--- config.mk ---
export PLATFORM = sky130hd
export DESIGN_NAME = eth_frame_dibit_tx
export DESIGN_NICKNAME = d
export VERILOG_FILES = /design/src/rtl/eth_frame_dibit_tx_pkg.sv /design/src/rtl/eth_frame_dibit_tx_crc32_dibit.sv /design/src/rtl/eth_frame_dibit_tx.sv
export SDC_FILE = /design/constraint.sdc
export NUM_CORES = 1
export LEC_CHECK = 0
export BUFFER_PORTS_ARGS = -buffer_cell sky130_fd_sc_hd__buf_2
export CAP_MARGIN = 10
export CORE_ASPECT_RATIO = 1.75
export CORE_MARGIN = 2
export CORE_UTILIZATION = 55
export CTS_BUF_LIST = sky130_fd_sc_hd__clkbuf_8
export CTS_CLUSTER_DIAMETER = 30
export DETAILED_ROUTE_END_ITERATION = 12
export GPL_TIMING_DRIVEN = 1
export PLACE_DENSITY = 0.86
export REMOVE_ABC_BUFFERS = 1
export SLEW_MARGIN = 20
export SYNTH_ARGS = -nofsm -noshare
export SYNTH_HDL_FRONTEND = slang
export SYNTH_SLANG_ARGS = --single-unit
--- constraint.sdc ---
create_clock -name clk -period 3.65 [get_ports clk]
set_input_delay 0.1825 -clock clk [delete_from_list [all_inputs] [get_ports clk]]
set_output_delay 0.1825 -clock clk [all_outputs]
set_load 0.05 [all_outputs]
--- src/rtl/eth_frame_dibit_tx_pkg.sv ---
// Shared constants, state encoding and CRC step helpers for the dibit frame transmitter.
package eth_frame_dibit_tx_pkg;

    localparam int unsigned BYTE_LEN      = 8;
    localparam int unsigned ETH_HDR_LEN   = 14;
    localparam int unsigned FCS_DIBITS    = 16;
    localparam logic [31:0] CRC_POLY_REFL = 32'hEDB88320;
    localparam logic [31:0] CRC_INIT      = 32'hFFFFFFFF;
    localparam logic [31:0] CRC_RESIDUE   = 32'hC704DD7B;

    typedef enum logic [2:0] {
        ST_IDLE,
        ST_PRE,
        ST_HDR,
        ST_PAY,
        ST_PAD,
        ST_FCS,
        ST_IPG
    } state_e;

    function automatic logic [31:0] crc_step1(input logic [31:0] crc, input logic din);
        if (crc[0] ^ din) return (crc >> 1) ^ CRC_POLY_REFL;
        else              return crc >> 1;
    endfunction

    // Wire order: din[0] leaves first, so it enters the CRC first.
    function automatic logic [31:0] crc_step2(input logic [31:0] crc, input logic [1:0] din);
        return crc_step1(crc_step1(crc, din[0]), din[1]);
    endfunction

endpackage

--- src/rtl/eth_frame_dibit_tx_crc32_dibit.sv ---
// Two-bit-per-cycle reflected CRC-32; shift mode turns the register into the FCS shifter.
module crc32_dibit
    import eth_frame_dibit_tx_pkg::*;
(
    input  logic        clk,
    input  logic        rst_n,
    input  logic        clr_i,
    input  logic        en_i,
    input  logic        shift_i,
    input  logic [1:0]  din_i,
    output logic [31:0] crc_o
);

    logic [31:0] crc_q, crc_d;

    always_comb begin
        crc_d = crc_q;
        if (clr_i)        crc_d = CRC_INIT;
        else if (shift_i) crc_d = {2'b00, crc_q[31:2]};
        else if (en_i)    crc_d = crc_step2(crc_q, din_i);
    end

    always_ff @(posedge clk or negedge rst_n) begin
        if (!rst_n) crc_q <= CRC_INIT;
        else        crc_q <= crc_d;
    end

    assign crc_o = crc_q;

endmodule

--- src/rtl/eth_frame_dibit_tx.sv ---
// Dibit-serial RMII frame generator: preamble/SFD, header from ports, streamed payload,
// zero pad, FCS and inter-packet gap, one frame per accepted start.
module eth_frame_dibit_tx
    import eth_frame_dibit_tx_pkg::*;
#(
    parameter int unsigned PREAMBLE_DIBITS = 32,
    parameter int unsigned MIN_PAYLOAD     = 46,
    parameter int unsigned MAX_PAYLOAD     = 1500,
    parameter int unsigned IPG_DIBITS      = 48
) (
    input  logic        clk,
    input  logic        rst_n,
    input  logic        start_i,
    input  logic [47:0] mac_dst_i,
    input  logic [47:0] mac_src_i,
    input  logic [15:0] ethertype_i,
    input  logic        in_valid_i,
    input  logic [7:0]  in_data_i,
    input  logic        in_last_i,
    output logic        in_rdy_o,
    output logic        tx_en_o,
    output logic [1:0]  txd_o,
    output logic        busy_o,
    output logic        done_o,
    output logic        underrun_o,
    output logic        oversize_o
);

    localparam int unsigned HDR_W      = ETH_HDR_LEN * BYTE_LEN;
    localparam int unsigned HDR_DIBITS = HDR_W / 2;
    localparam int unsigned PH_A       = (PREAMBLE_DIBITS > IPG_DIBITS) ? PREAMBLE_DIBITS : IPG_DIBITS;
    localparam int unsigned PH_MAX     = (PH_A > HDR_DIBITS) ? PH_A : HDR_DIBITS;
    localparam int unsigned PH_W       = $clog2(PH_MAX + 1);
    localparam int unsigned PC_W       = $clog2(MAX_PAYLOAD + 1);

    localparam logic [PH_W-1:0] PRE_LAST = PH_W'(PREAMBLE_DIBITS - 1);
    localparam logic [PH_W-1:0] HDR_LAST = PH_W'(HDR_DIBITS - 1);
    localparam logic [PH_W-1:0] FCS_LAST = PH_W'(FCS_DIBITS - 1);
    localparam logic [PH_W-1:0] IPG_LAST = PH_W'(IPG_DIBITS - 1);
    localparam logic [PC_W-1:0] PC_MIN   = PC_W'(MIN_PAYLOAD);
    localparam logic [PC_W-1:0] PC_LIMIT = PC_W'(MAX_PAYLOAD - 1);
    localparam logic [PC_W-1:0] PC_SAT   = '1;

    state_e            state_q, state_d;
    logic [PH_W-1:0]   ph_q, ph_d;
    logic [1:0]        idx_q, idx_d;
    logic [7:0]        byte_q, byte_d;
    logic [HDR_W-1:0]  hdr_q, hdr_d;
    logic [PC_W-1:0]   pay_cnt_q, pay_cnt_d, pay_inc;
    logic              last_q, last_d;
    logic              underrun_q, underrun_d;
    logic              oversize_q, oversize_d;

    logic              crc_clr, crc_en, crc_shift;
    logic [1:0]        crc_lo, ser_dibit;
    logic [29:0]       crc_unused;

    assign ser_dibit = byte_q[{idx_q, 1'b0} +: 2];
    assign pay_inc   = (pay_cnt_q == PC_SAT) ? pay_cnt_q : pay_cnt_q + PC_W'(1);

    always_comb begin
        state_d    = state_q;
        ph_d       = ph_q;
        idx_d      = idx_q;
        byte_d     = byte_q;
        hdr_d      = hdr_q;
        pay_cnt_d  = pay_cnt_q;
        last_d     = last_q;
        underrun_d = 1'b0;
        oversize_d = 1'b0;
        in_rdy_o   = 1'b0;
        tx_en_o    = 1'b0;
        txd_o      = 2'b00;
        crc_clr    = 1'b0;
        crc_en     = 1'b0;
        crc_shift  = 1'b0;

        unique case (state_q)
            ST_IDLE: begin
                if (start_i) begin
                    state_d   = ST_PRE;
                    ph_d      = '0;
                    hdr_d     = {mac_dst_i, mac_src_i, ethertype_i};
                    pay_cnt_d = '0;
                    last_d    = 1'b0;
                    crc_clr   = 1'b1;
                end
            end
            ST_PRE: begin
                tx_en_o = 1'b1;
                txd_o   = (ph_q == PRE_LAST) ? 2'b11 : 2'b01;
                ph_d    = ph_q + PH_W'(1);
                if (ph_q == PRE_LAST) begin
                    state_d = ST_HDR;
                    ph_d    = '0;
                    idx_d   = '0;
                    byte_d  = hdr_q[HDR_W-1 -: BYTE_LEN];
                    hdr_d   = {hdr_q[HDR_W-BYTE_LEN-1:0], {BYTE_LEN{1'b0}}};
                end
            end
            ST_HDR: begin
                tx_en_o = 1'b1;
                txd_o   = ser_dibit;
                crc_en  = 1'b1;
                ph_d    = ph_q + PH_W'(1);
                idx_d   = idx_q + 2'd1;
                if (ph_q == HDR_LAST) begin
                    in_rdy_o = 1'b1;
                    ph_d     = '0;
                end else if (idx_q == 2'd3) begin
                    byte_d = hdr_q[HDR_W-1 -: BYTE_LEN];
                    hdr_d  = {hdr_q[HDR_W-BYTE_LEN-1:0], {BYTE_LEN{1'b0}}};
                end
            end
            ST_PAY: begin
                tx_en_o = 1'b1;
                txd_o   = ser_dibit;
                crc_en  = 1'b1;
                idx_d   = idx_q + 2'd1;
                // last_q marks the byte now on the wire as the final one; its tail decides PAD vs FCS.
                if (idx_q == 2'd3) begin
                    if (!last_q) begin
                        in_rdy_o = 1'b1;
                    end else if (pay_cnt_q >= PC_MIN) begin
                        state_d = ST_FCS;
                        ph_d    = '0;
                    end else begin
                        state_d   = ST_PAD;
                        byte_d    = '0;
                        pay_cnt_d = pay_inc;
                    end
                end
            end
            ST_PAD: begin
                tx_en_o = 1'b1;
                txd_o   = ser_dibit;
                crc_en  = 1'b1;
                idx_d   = idx_q + 2'd1;
                if (idx_q == 2'd3) begin
                    if (pay_cnt_q >= PC_MIN) begin
                        state_d = ST_FCS;
                        ph_d    = '0;
                    end else begin
                        byte_d    = '0;
                        pay_cnt_d = pay_inc;
                    end
                end
            end
            ST_FCS: begin
                tx_en_o   = 1'b1;
                txd_o     = ~crc_lo;
                crc_shift = 1'b1;
                ph_d      = ph_q + PH_W'(1);
                if (ph_q == FCS_LAST) begin
                    state_d = ST_IPG;
                    ph_d    = '0;
                end
            end
            ST_IPG: begin
                ph_d = ph_q + PH_W'(1);
                if (ph_q == IPG_LAST) begin
                    state_d = ST_IDLE;
                    ph_d    = '0;
                end
            end
            default: state_d = ST_IDLE;
        endcase

        if (in_rdy_o) begin
            if (in_valid_i) begin
                state_d   = ST_PAY;
                byte_d    = in_data_i;
                pay_cnt_d = pay_inc;
                if (in_last_i) begin
                    last_d = 1'b1;
                end else if (pay_cnt_q == PC_LIMIT) begin
                    last_d     = 1'b1;
                    oversize_d = 1'b1;
                end
            end else begin
                state_d    = ST_IPG;
                ph_d       = '0;
                underrun_d = 1'b1;
            end
        end
    end

    always_ff @(posedge clk or negedge rst_n) begin
        if (!rst_n) begin
            state_q    <= ST_IDLE;
            ph_q       <= '0;
            idx_q      <= '0;
            byte_q     <= '0;
            hdr_q      <= '0;
            pay_cnt_q  <= '0;
            last_q     <= 1'b0;
            underrun_q <= 1'b0;
            oversize_q <= 1'b0;
        end else begin
            state_q    <= state_d;
            ph_q       <= ph_d;
            idx_q      <= idx_d;
            byte_q     <= byte_d;
            hdr_q      <= hdr_d;
            pay_cnt_q  <= pay_cnt_d;
            last_q     <= last_d;
            underrun_q <= underrun_d;
            oversize_q <= oversize_d;
        end
    end

    crc32_dibit u_crc (
        .clk     (clk),
        .rst_n   (rst_n),
        .clr_i   (crc_clr),
        .en_i    (crc_en),
        .shift_i (crc_shift),
        .din_i   (txd_o),
        .crc_o   ({crc_unused, crc_lo})
    );

    assign busy_o     = (state_q != ST_IDLE);
    assign done_o     = (state_q == ST_IPG) && (ph_q == IPG_LAST);
    assign underrun_o = underrun_q;
    assign oversize_o = oversize_q;

endmodule

==> flow_metrics.tcl, run 1 <==
set metrics [dict create \
    p_leak_nw 5.00 \
    yosysWarnings 0 \
    cts_hold_buf 121 \
    finalHoldViolCount 0 \
    rsz0062_at_grt "no" \
    syn_inst 1048 \
    power_density_nw_per_um2 989 \
    ant_nets 0 \
    place_inst 1316 \
    area_growth_pct 28.6 \
    die_h_um 173 \
    finalSetupTns_ns 0 \
    ys_seq_area_share_pct 49.8 \
    synth_edf_count 0 \
    grt_pass1_vias 9445 \
    period_share_pct 87.1 \
    cp_max_fo 6 \
    stdcell_count 1471 \
    tightest_slew_ns 0.858 \
    status "finished, final reports clean" \
    slew_headroom_pct 42.5 \
    dr.first_iter.drc_count 1156 \
    place_hpwl_um 15200 \
    ys_seq_elements 177 \
    core.rowCount 61 \
    path_class "reg -> out" \
    crit_required_ns 3.47 \
    cts_made_buffers 17 \
    totalWireLength_um 30500 \
    critPathCaptureType "output port" \
    grt_overflow_total 0 \
    synthFlopType "dfrtp_1" \
    num_vias 9525 \
    start_util_pct 56.3 \
    post_drt_via_cell_ratio 6.48 \
    start_kind "flop" \
    cts_root_buffer "clkbuf_8" \
    post-synth-top-area-cell "dfrtp_1" \
    cts_tree "done" \
    grt_max_degree 113 \
    async_reset_ff_share_pct 100 \
    htree_levels 4 \
    fmax_ghz 0.315 \
    core_sq_um 16000 \
    portBuffers 132 \
    dieArea_sq_um 17400 \
    finalMaxSlewViolations 0 \
    avgSynthCellArea_sq_um 8.56 \
    routedWlPerCell_um 20.8 \
    skew_ns 0.0124 \
    clk_latency_ns 0.49 \
    fin_crit_ns 3.18 \
    n_fill_cell 950 \
    path_clk_slew_ns 0.09 \
    die_w_um 101 \
    peakVddDrop_mv 1.22 \
    ys_top_cells_by_count "243 x nand2_1, 149 x nor2_1, 145 x dfrtp_1, 115 x a31oi_1, 64 x clkbuf_1" \
    drive_gt1_share_pct 18.8 \
    cts_setup_buffers 0 \
    clockBufferDepth 2 \
    finalPower_mw 11.4 \
    stdcell_area_sq_um 11500 \
    final-setup-viol-count 0 \
    antenna_found_initial 1 \
    cp.arrival_ns 3.00 \
    synth_cell_type_count 61 \
    layout.nets 1397 \
    grt_pass1_wl_um 47300 \
    syn_area_sq_um 8970 \
    pin_count 133 \
    max_cap_violations 0 \
    place_area_sq_um 9880 \
    yosys.area.top_type_share_pct 40.4 \
    clock_sinks 177 \
    place_congestion 0.969 \
    grt.total_usage_pct 34.7 \
    postCtsResizedCells 0 \
    dr.pass1.iters 9 \
    drc_errors 0 \
    hold_path_class "in -> reg" \
    synth_area_leaders "dfrtp_1 40%, nand2_1 10%, dfstp_2 9.4%" \
    yosysMostFrequentCell "nand2_1" \
]
==> cell type report <==
class	count	area [sq um]	area share, %
flip-flops and latches	177	4470	38.7
multi-input cells	776	4180	36.3
repair buffers	279	2170	18.8
clock buffers	19	262	2.27
well taps	189	236	2.05
clock inverters	13	150	1.30
inverters	17	63.8	0.553
diodes	1	2.50	0.0217
==> layout by cell type (no fill, tap or decap), types with 5 or more instances in the layout <==
master,n
nand2_1,243
nor2_1,149
dfrtp_1,145
buf_2,131
dlygate4sd3_1,121
a31oi_1,115
o21ai_0,43
dfstp_2,32
o22a_1,31
nand3_1,29
a21oi_1,25
clkbuf_8,19
buf_4,19
xnor2_1,17
inv_1,15
a221oi_1,9
nor3_1,8
and3_1,8
nor2b_1,6
xor2_1,6
buf_12,6
o31ai_1,5
o211ai_1,5
nand4_1,5
==> through the flow <==
stage	utilization, %	worst slack, ns	hold WS [ns]
floorplan	-	-5.45	-0.113
global placement	62.0	1.03	0.197
detailed placement	62.0	0.927	0.198
CTS	72.1	0.546	0.00775
global route	72.3	0.388	0.0301
finish	72.3	0.472	0.0167
==> where the power goes <==
part,internal (mW),leakage (nW),switching (mW),total [mW]
clock network,0.657,0.198,0.799,1.46
logic,2.32,2.79,3.87,6.19
registers,3.02,2.02,0.742,3.77
total,6.00,5.00,5.41,11.4
==> metal layers <==
| metal | up-vias | GRT usage (%) | share of wire (%) |
|---|---|---|---|
| met1 | 4441 | 40.1 | 34 |
| met3 | 216 | 7.72 | 8.9 |
| met2 | 759 | 57.6 | 50 |
| met5 | - | 0 | 0 |
| li1 | 4109 | - | - |
| met4 | 0 | 21.0 | 7.2 |
==> flip-flops by register name, summed over array words and instances, names as in the netlist <==
register / flops
hdr_q: 112
u_crc.crc_o: 32
pay_cnt_q: 11
byte_q: 8
ph_q: 6
state_q: 3
idx_q: 2
last_q: 1
oversize_o: 1
underrun_o: 1
==> path summary, 6_finish.rpt <==
path | end | start | slack (ns) | cells after the start
worst max-delay path | txd_o[1] | ph_q[0] | 0.47 | 7
max in group asynchronous | u_crc.crc_o[9] | rst_n | 2.59 | 3
worst min register to register | u_crc.crc_o[3] | u_crc.crc_o[3] | 0.52 | 1
worst max register to register | hdr_q[26] | state_q[0] | 0.55 | 7
worst min-delay path | hdr_q[107] | mac_dst_i[43] | 0.02 | 3
min in group asynchronous | byte_q[7] | rst_n | 0.23 | 2
==> cell families after synthesis <==
| group | Yosys count | share of synthesized area [%] |
|---|---|---|
| AOI/OAI and AO/OA | 268 | 20.0 |
| buffers and inverters | 95 | 4.03 |
| DFF | 177 | 49.8 |
| and+or+nand+nor | 471 | 21.9 |
| muxes | 9 | 1.32 |
| xor gates and xnor gates | 24 | 2.34 |
| adders and majority gates | 4 | 0.558 |
==> worst max-delay path: stages (launching register included) <==
cell,delay (ns)
dfrtp_1,0.40
ha_1,0.30
nand3_1,0.23
or4b_2,0.77
o21ai_0,0.12
a21oi_1,0.08
o21ai_0,0.28
buf_2,0.32
(Power assumes the default switching activity.)
==> inputs of run 2 (changes only) <==
--- a/config.mk
+++ b/config.mk
@@ -14,7 +14,7 @@
 export CTS_CLUSTER_DIAMETER = 30
 export DETAILED_ROUTE_END_ITERATION = 12
 export GPL_TIMING_DRIVEN = 1
-export PLACE_DENSITY = 0.86
+export PLACE_DENSITY_LB_ADDON = 0.1
 export REMOVE_ABC_BUFFERS = 1
 export SLEW_MARGIN = 20
 export SYNTH_ARGS = -nofsm -noshare
==> run 2 against run 1 <==
Net effect:
- power fell by 7.6%
- cell area down 0.93%
- via count down 9.9%
- setup slack better by 0.18 ns
- global-route usage down 5.6 points
- sequential cell count unchanged
- die area did not move
- routed wire length is 20% lower
- clock power decreased by 9%
==> flow_metrics.tcl, run 2 (synthesized netlist as in run 1, its figures left out) <==
set metrics [dict create \
    status "finished, final reports clean" \
    area_growth_pct 27.4 \
    layout_setup_ws_ns 0.650 \
    fin_util_pct 71.6 \
    core.rowCount 61 \
    routedWlPerCell_um 16.5 \
    layout.nets 1396 \
    fin_crit_ns 3.00 \
    slew_headroom_pct 41.5 \
    ant_nets 0 \
    cp_slowest_cell "or4b_2" \
    cts_tree "done" \
    dp_slack_ns 1.12 \
    hold_path_class "in -> reg" \
    critPathMostFrequentCell "o21ai_0" \
    portBuffers 132 \
    clockBufferDepth 2 \
    peakVddDrop_mv 0.573 \
    path_class "reg -> out" \
    seqCellArea_sq_um 4470 \
    multi_input_area_sq_um 4180 \
    path_clk_slew_ns 0.09 \
    tightest_slew_ns 0.878 \
    layout_common_cells "243 x nand2_1, 149 x nor2_1, 145 x dfrtp_1" \
    start_util_pct 56.3 \
    antenna_found_initial 0 \
    fmax_ghz 0.333 \
    dieArea_sq_um 17400 \
    max_cap_violations 0 \
    finalHoldViolCount 0 \
    stdcell_area_sq_um 11400 \
    drc_errors 0 \
    die_h_um 173 \
    htree_levels 4 \
    place_area_sq_um 9830 \
    largest_register_ffs 112 \
    crit_required_ns 3.47 \
    grt.total_usage_pct 29.1 \
    num_vias 8579 \
    place_hpwl_um 14700 \
    die_w_um 101 \
    place_congestion 0.999 \
    regMostFlops "hdr_q" \
    cp.arrival_ns 2.82 \
    start_kind "flop" \
    totalWireLength_um 24300 \
    finalPower_mw 10.5 \
    grt_max_degree 113 \
    pin_count 133 \
    clock_sinks 177 \
    critPathCaptureType "output port" \
    grt_pass1_vias 8548 \
    diodes 0 \
    post_drt_via_cell_ratio 5.84 \
    power_density_nw_per_um2 923 \
    final_common_cell "nand2_1" \
    place_inst 1315 \
    path_delay_family "simple AND/OR/NAND/NOR gates" \
    finalSetupTns_ns 0 \
    rsz0062_at_grt "no" \
    max_stage_delay_ns 0.76 \
    skew_ns 0.0147 \
    clk_latency_ns 0.46 \
    grt_overflow_total 0 \
    cp_max_fo 6 \
    dr.pass1.iters 5 \
    drive_gt1_share_pct 18.5 \
    core_sq_um 16000 \
    stdcell_count 1469 \
    p_leak_nw 4.98 \
    grt_pass1_wl_um 40700 \
    period_share_pct 82.2 \
    cts_setup_buffers 0 \
    crit_buf_inv 1 \
    n_fill_cell 1207 \
    dr.first_iter.drc_count 553 \
    cts_root_buffer "clkbuf_8" \
    final-setup-viol-count 0 \
    cts_made_buffers 17 \
    cp_cell_sequence "ha_1 -> nand3_1 -> or4b_2 -> o21ai_0 -> a21oi_1 -> o21ai_0 -> buf_2" \
    whs_ns 0.0759 \
    finalMaxSlewViolations 0 \
]
run 2: final cells by class:
cell class                      instances  area share (%)
Clock buffer                           17            2.05
Multi-Input combinational cell        776            36.6
Inverter                               17           0.558
Sequential cell                       177            39.1
Tap cell                              189            2.07
Timing Repair Buffer                  278            18.3
Clock inverter                         15            1.26
run 2: path summary, 6_finish.rpt:
path                            slack (ns)  cells after the start             end            from
worst max-delay path                  0.65                      7        txd_o[1]         ph_q[0]
worst min-delay path                  0.08                      2      underrun_o      in_valid_i
worst max register to register        1.05                      6       hdr_q[68]      state_q[1]
worst min register to register        0.52                      1  u_crc.crc_o[3]  u_crc.crc_o[3]
max in group asynchronous             2.40                      3       hdr_q[14]           rst_n
min in group asynchronous             0.33                      2    pay_cnt_q[7]           rst_n
run 2: worst register-to-register path: stages (launching register included):
cell,delay [ns]
dfrtp_1,0.33
buf_4,0.34
nand2_1,0.20
a21oi_4,0.70
buf_4,0.58
nand2_1,0.13
a31oi_1,0.22
run 2: metal layers:
metal  global-route usage, %  up-vias  part of all wire (%)
li1                        -     4103                     -
met3                    5.50       75                   4.3
met5                       0        -                     0
met2                    49.8      286                    53
met4                    14.2        0                   3.6
met1                    34.6     4115                    39
run 2: power by group:
part           switching (mW)  internal, mW  total (mW)
clock network           0.724         0.604        1.33
logic                    3.42          2.21        5.63
registers               0.569          3.02        3.59
run 2: timing repair:
item | CTS | global route
hold endpoints to repair | 193 | 0
resized for setup | 0 | 0
hold buffers | 122 | 0
==> inputs of run 3 (changes only) <==
--- a/config.mk
+++ b/config.mk
@@ -5,6 +5,7 @@
 export SDC_FILE = /design/constraint.sdc
 export NUM_CORES = 1
 export LEC_CHECK = 0
+export ABC_AREA = 1
 export BUFFER_PORTS_ARGS = -buffer_cell sky130_fd_sc_hd__buf_2
 export CAP_MARGIN = 10
 export CORE_ASPECT_RATIO = 1.75
==> constraint.sdc (replaced) <==
create_clock -name clk -period 3.1 [get_ports clk]
set_input_delay 0.155 -clock clk [delete_from_list [all_inputs] [get_ports clk]]
set_output_delay 0.155 -clock clk [all_outputs]
set_load 0.05 [all_outputs]
==> run 3 against run 2 <==
Net effect:
- clock power grew 21%
- die area grew 2.7%
- first-iteration DRC count shrank 18%
- critical path type is now reg -> reg
- critical endpoint is now hdr_q[57]
==> flow_metrics.tcl, run 3 <==
set metrics [dict create \
    path_clk_slew_ns 0.10 \
    met3_usage_pct 4.93 \
    diodes 0 \
    layout_setup_ws_ns 0.603 \
    start_kind "flop" \
    crit_required_ns 3.49 \
    grt_max_degree 105 \
    syn_area_sq_um 9220 \
    place_hpwl_um 14900 \
    intPower_mw 3.17 \
    p_leak_nw 5.98 \
    final_common_cell "nand2_1" \
    cp.arrival_ns 2.89 \
    synth_area_leaders "dfrtp_1 39%, nand2_1 16%, dfstp_2 9.1%" \
    clk_latency_ns 0.48 \
    drc_errors 0 \
    clkPwrFrac_pct 38.2 \
    rsz0062_at_grt "no" \
    final-setup-viol-count 0 \
    core_sq_um 16400 \
    portBuffers 132 \
    layout_common_cells "395 x nand2_1, 155 x nor2_1, 145 x dfrtp_1" \
    core.rowCount 62 \
    post_drt_via_cell_ratio 5.30 \
    dp_slack_ns 0.691 \
    cts_made_buffers 17 \
    critPathCaptureType "flop" \
    ant_nets 0 \
    die_h_um 175 \
    dieArea_sq_um 17900 \
    totalWireLength_um 24300 \
    stdcell_area_sq_um 11600 \
    p_sw_share_pct 24.9 \
    switchingPower_mw 1.05 \
    skew_ns 0.0122 \
    grt_pass1_wl_um 40800 \
    ys_top_cells_by_count "395 x nand2_1, 155 x nor2_1, 145 x dfrtp_1, 113 x a31oi_1, 109 x inv_1" \
    regMostFlops "hdr_q" \
    area_growth_pct 26.1 \
    power_density_nw_per_um2 362 \
    synth_cell_type_count 37 \
    cts_tree "done" \
    dr.pass1.iters 5 \
    path_class "reg -> reg" \
    finalMaxSlewViolations 0 \
    avgSynthCellArea_sq_um 7.46 \
    tightest_slew_ns 1.04 \
    fmax_ghz 0.400 \
    clock_sinks 177 \
    ys_seq_area_share_pct 48.5 \
    die_w_um 102 \
    htree_levels 4 \
    cts_root_buffer "clkbuf_8" \
    num_vias 8987 \
    fin_util_pct 70.7 \
    yosysMostFrequentCell "nand2_1" \
    postCtsResizedCells 0 \
    ys_seq_elements 177 \
    async_reset_ff_share_pct 100 \
    status "finished, final reports clean" \
    cp_max_fo 103 \
    max_cap_violations 0 \
    layout.nets 1589 \
    peakVddDrop_mv 0.375 \
    pin_count 133 \
    whs_ns 0.0612 \
    fin_crit_ns 2.50 \
    grtUsageMet2_pct 49.7 \
    top_usage_layer "met2" \
    place_congestion 0.915 \
    yosys.area.top_type_share_pct 39.3 \
    dr.first_iter.drc_count 456 \
    period_share_pct 80.6 \
    grt_overflow_total 0 \
    synth_edf_count 0 \
    drive_gt1_share_pct 15.7 \
    p_comb_share_pct 7.0 \
    hold_path_class "in -> reg" \
    antenna_found_initial 0 \
    clockBufferDepth 2 \
    grt.total_usage_pct 28.6 \
    synthFlopType "dfrtp_1" \
    routedWlPerCell_um 14.3 \
    start_util_pct 56.1 \
    grt_pass1_vias 8925 \
    yosysWarnings 0 \
    n_fill_cell 1344 \
    largest_register_ffs 112 \
    post-synth-top-area-cell "dfrtp_1" \
    syn_inst 1236 \
    place_area_sq_um 10000 \
    seqPwrFrac_pct 54.8 \
    slew_headroom_pct 31.0 \
    grtUsageMet1_pct 34.4 \
    finalHoldViolCount 0 \
]
## run 3: cell type report
cell class | count | area (sq um) | share of cell area (%)
repair buffers | 267 | 2040 | 17.5
well taps | 224 | 280 | 2.41
inverters | 118 | 445 | 3.83
clock inverters | 14 | 150 | 1.29
flip-flops and latches | 177 | 4470 | 38.4
multi-input cells | 879 | 4010 | 34.4
clock buffers | 18 | 248 | 2.13
## run 3: worst max-delay path: stages (launching register included)
cell and delay (ns):
dfrtp_1 0.40, ha_1 0.21, nand3_1 0.24, o21ai_2 0.32, inv_2 0.11, a211oi_4 0.39
buf_12 0.38, nor2_1 0.11, a31oi_1 0.19
## run 3: what timing repair did
item	4_1_cts	5_1_grt
hold buffers	122	0
buffers inserted	0	0
hold endpoints to repair	208	0
endpoints found under the setup margin	0	0
## run 3: final timing paths
check                           startpoint         endpoint  slack [ns]  cells past startpoint
max                                ph_q[0]        hdr_q[57]        0.60                      8
min                                start_i           last_q        0.06                      4
max reg2reg                        ph_q[0]        hdr_q[57]        0.60                      8
min reg2reg                u_crc.crc_o[16]  u_crc.crc_o[16]        0.49                      2
max in group asynchronous            rst_n  u_crc.crc_o[31]        1.90                      3
min in group asynchronous            rst_n     pay_cnt_q[5]        0.29                      2
## run 3: cell families after synthesis
family,count (synthesis),synth area share [%]
adder cells (fa/ha/maj),4,0.543
flip-flops,177,48.5
XOR/XNOR,4,0.380
AO/OA/AOI/OAI,202,13.2
buffers and inverters,180,8.18
AND/OR/NAND/NOR,669,29.2
## run 3: per-stage QoR
step	cells	setup TNS (ns)	total power [mW]
floorplan	1174	-370.16	2.38
global placement	1543	0	2.52
detailed placement	1543	0	2.52
CTS	1697	0	4.25
global route	1697	0	4.37
finish	1697	0	4.22
## run 3: layer usage
layer	part of all wire [%]	routed length, um
met1	40	9750
met2	52	12700
met3	4.4	1080
met4	3.0	733
met5	0	0
## run 3: power by group through the flow
stage,Clock (mW),Combinational (mW),Sequential [mW]
floorplan,0,0.0303,2.35
global placement,0,0.171,2.35
detailed placement,0,0.170,2.35
CTS,1.65,0.288,2.31
global route,1.73,0.326,2.31
finish,1.61,0.296,2.31
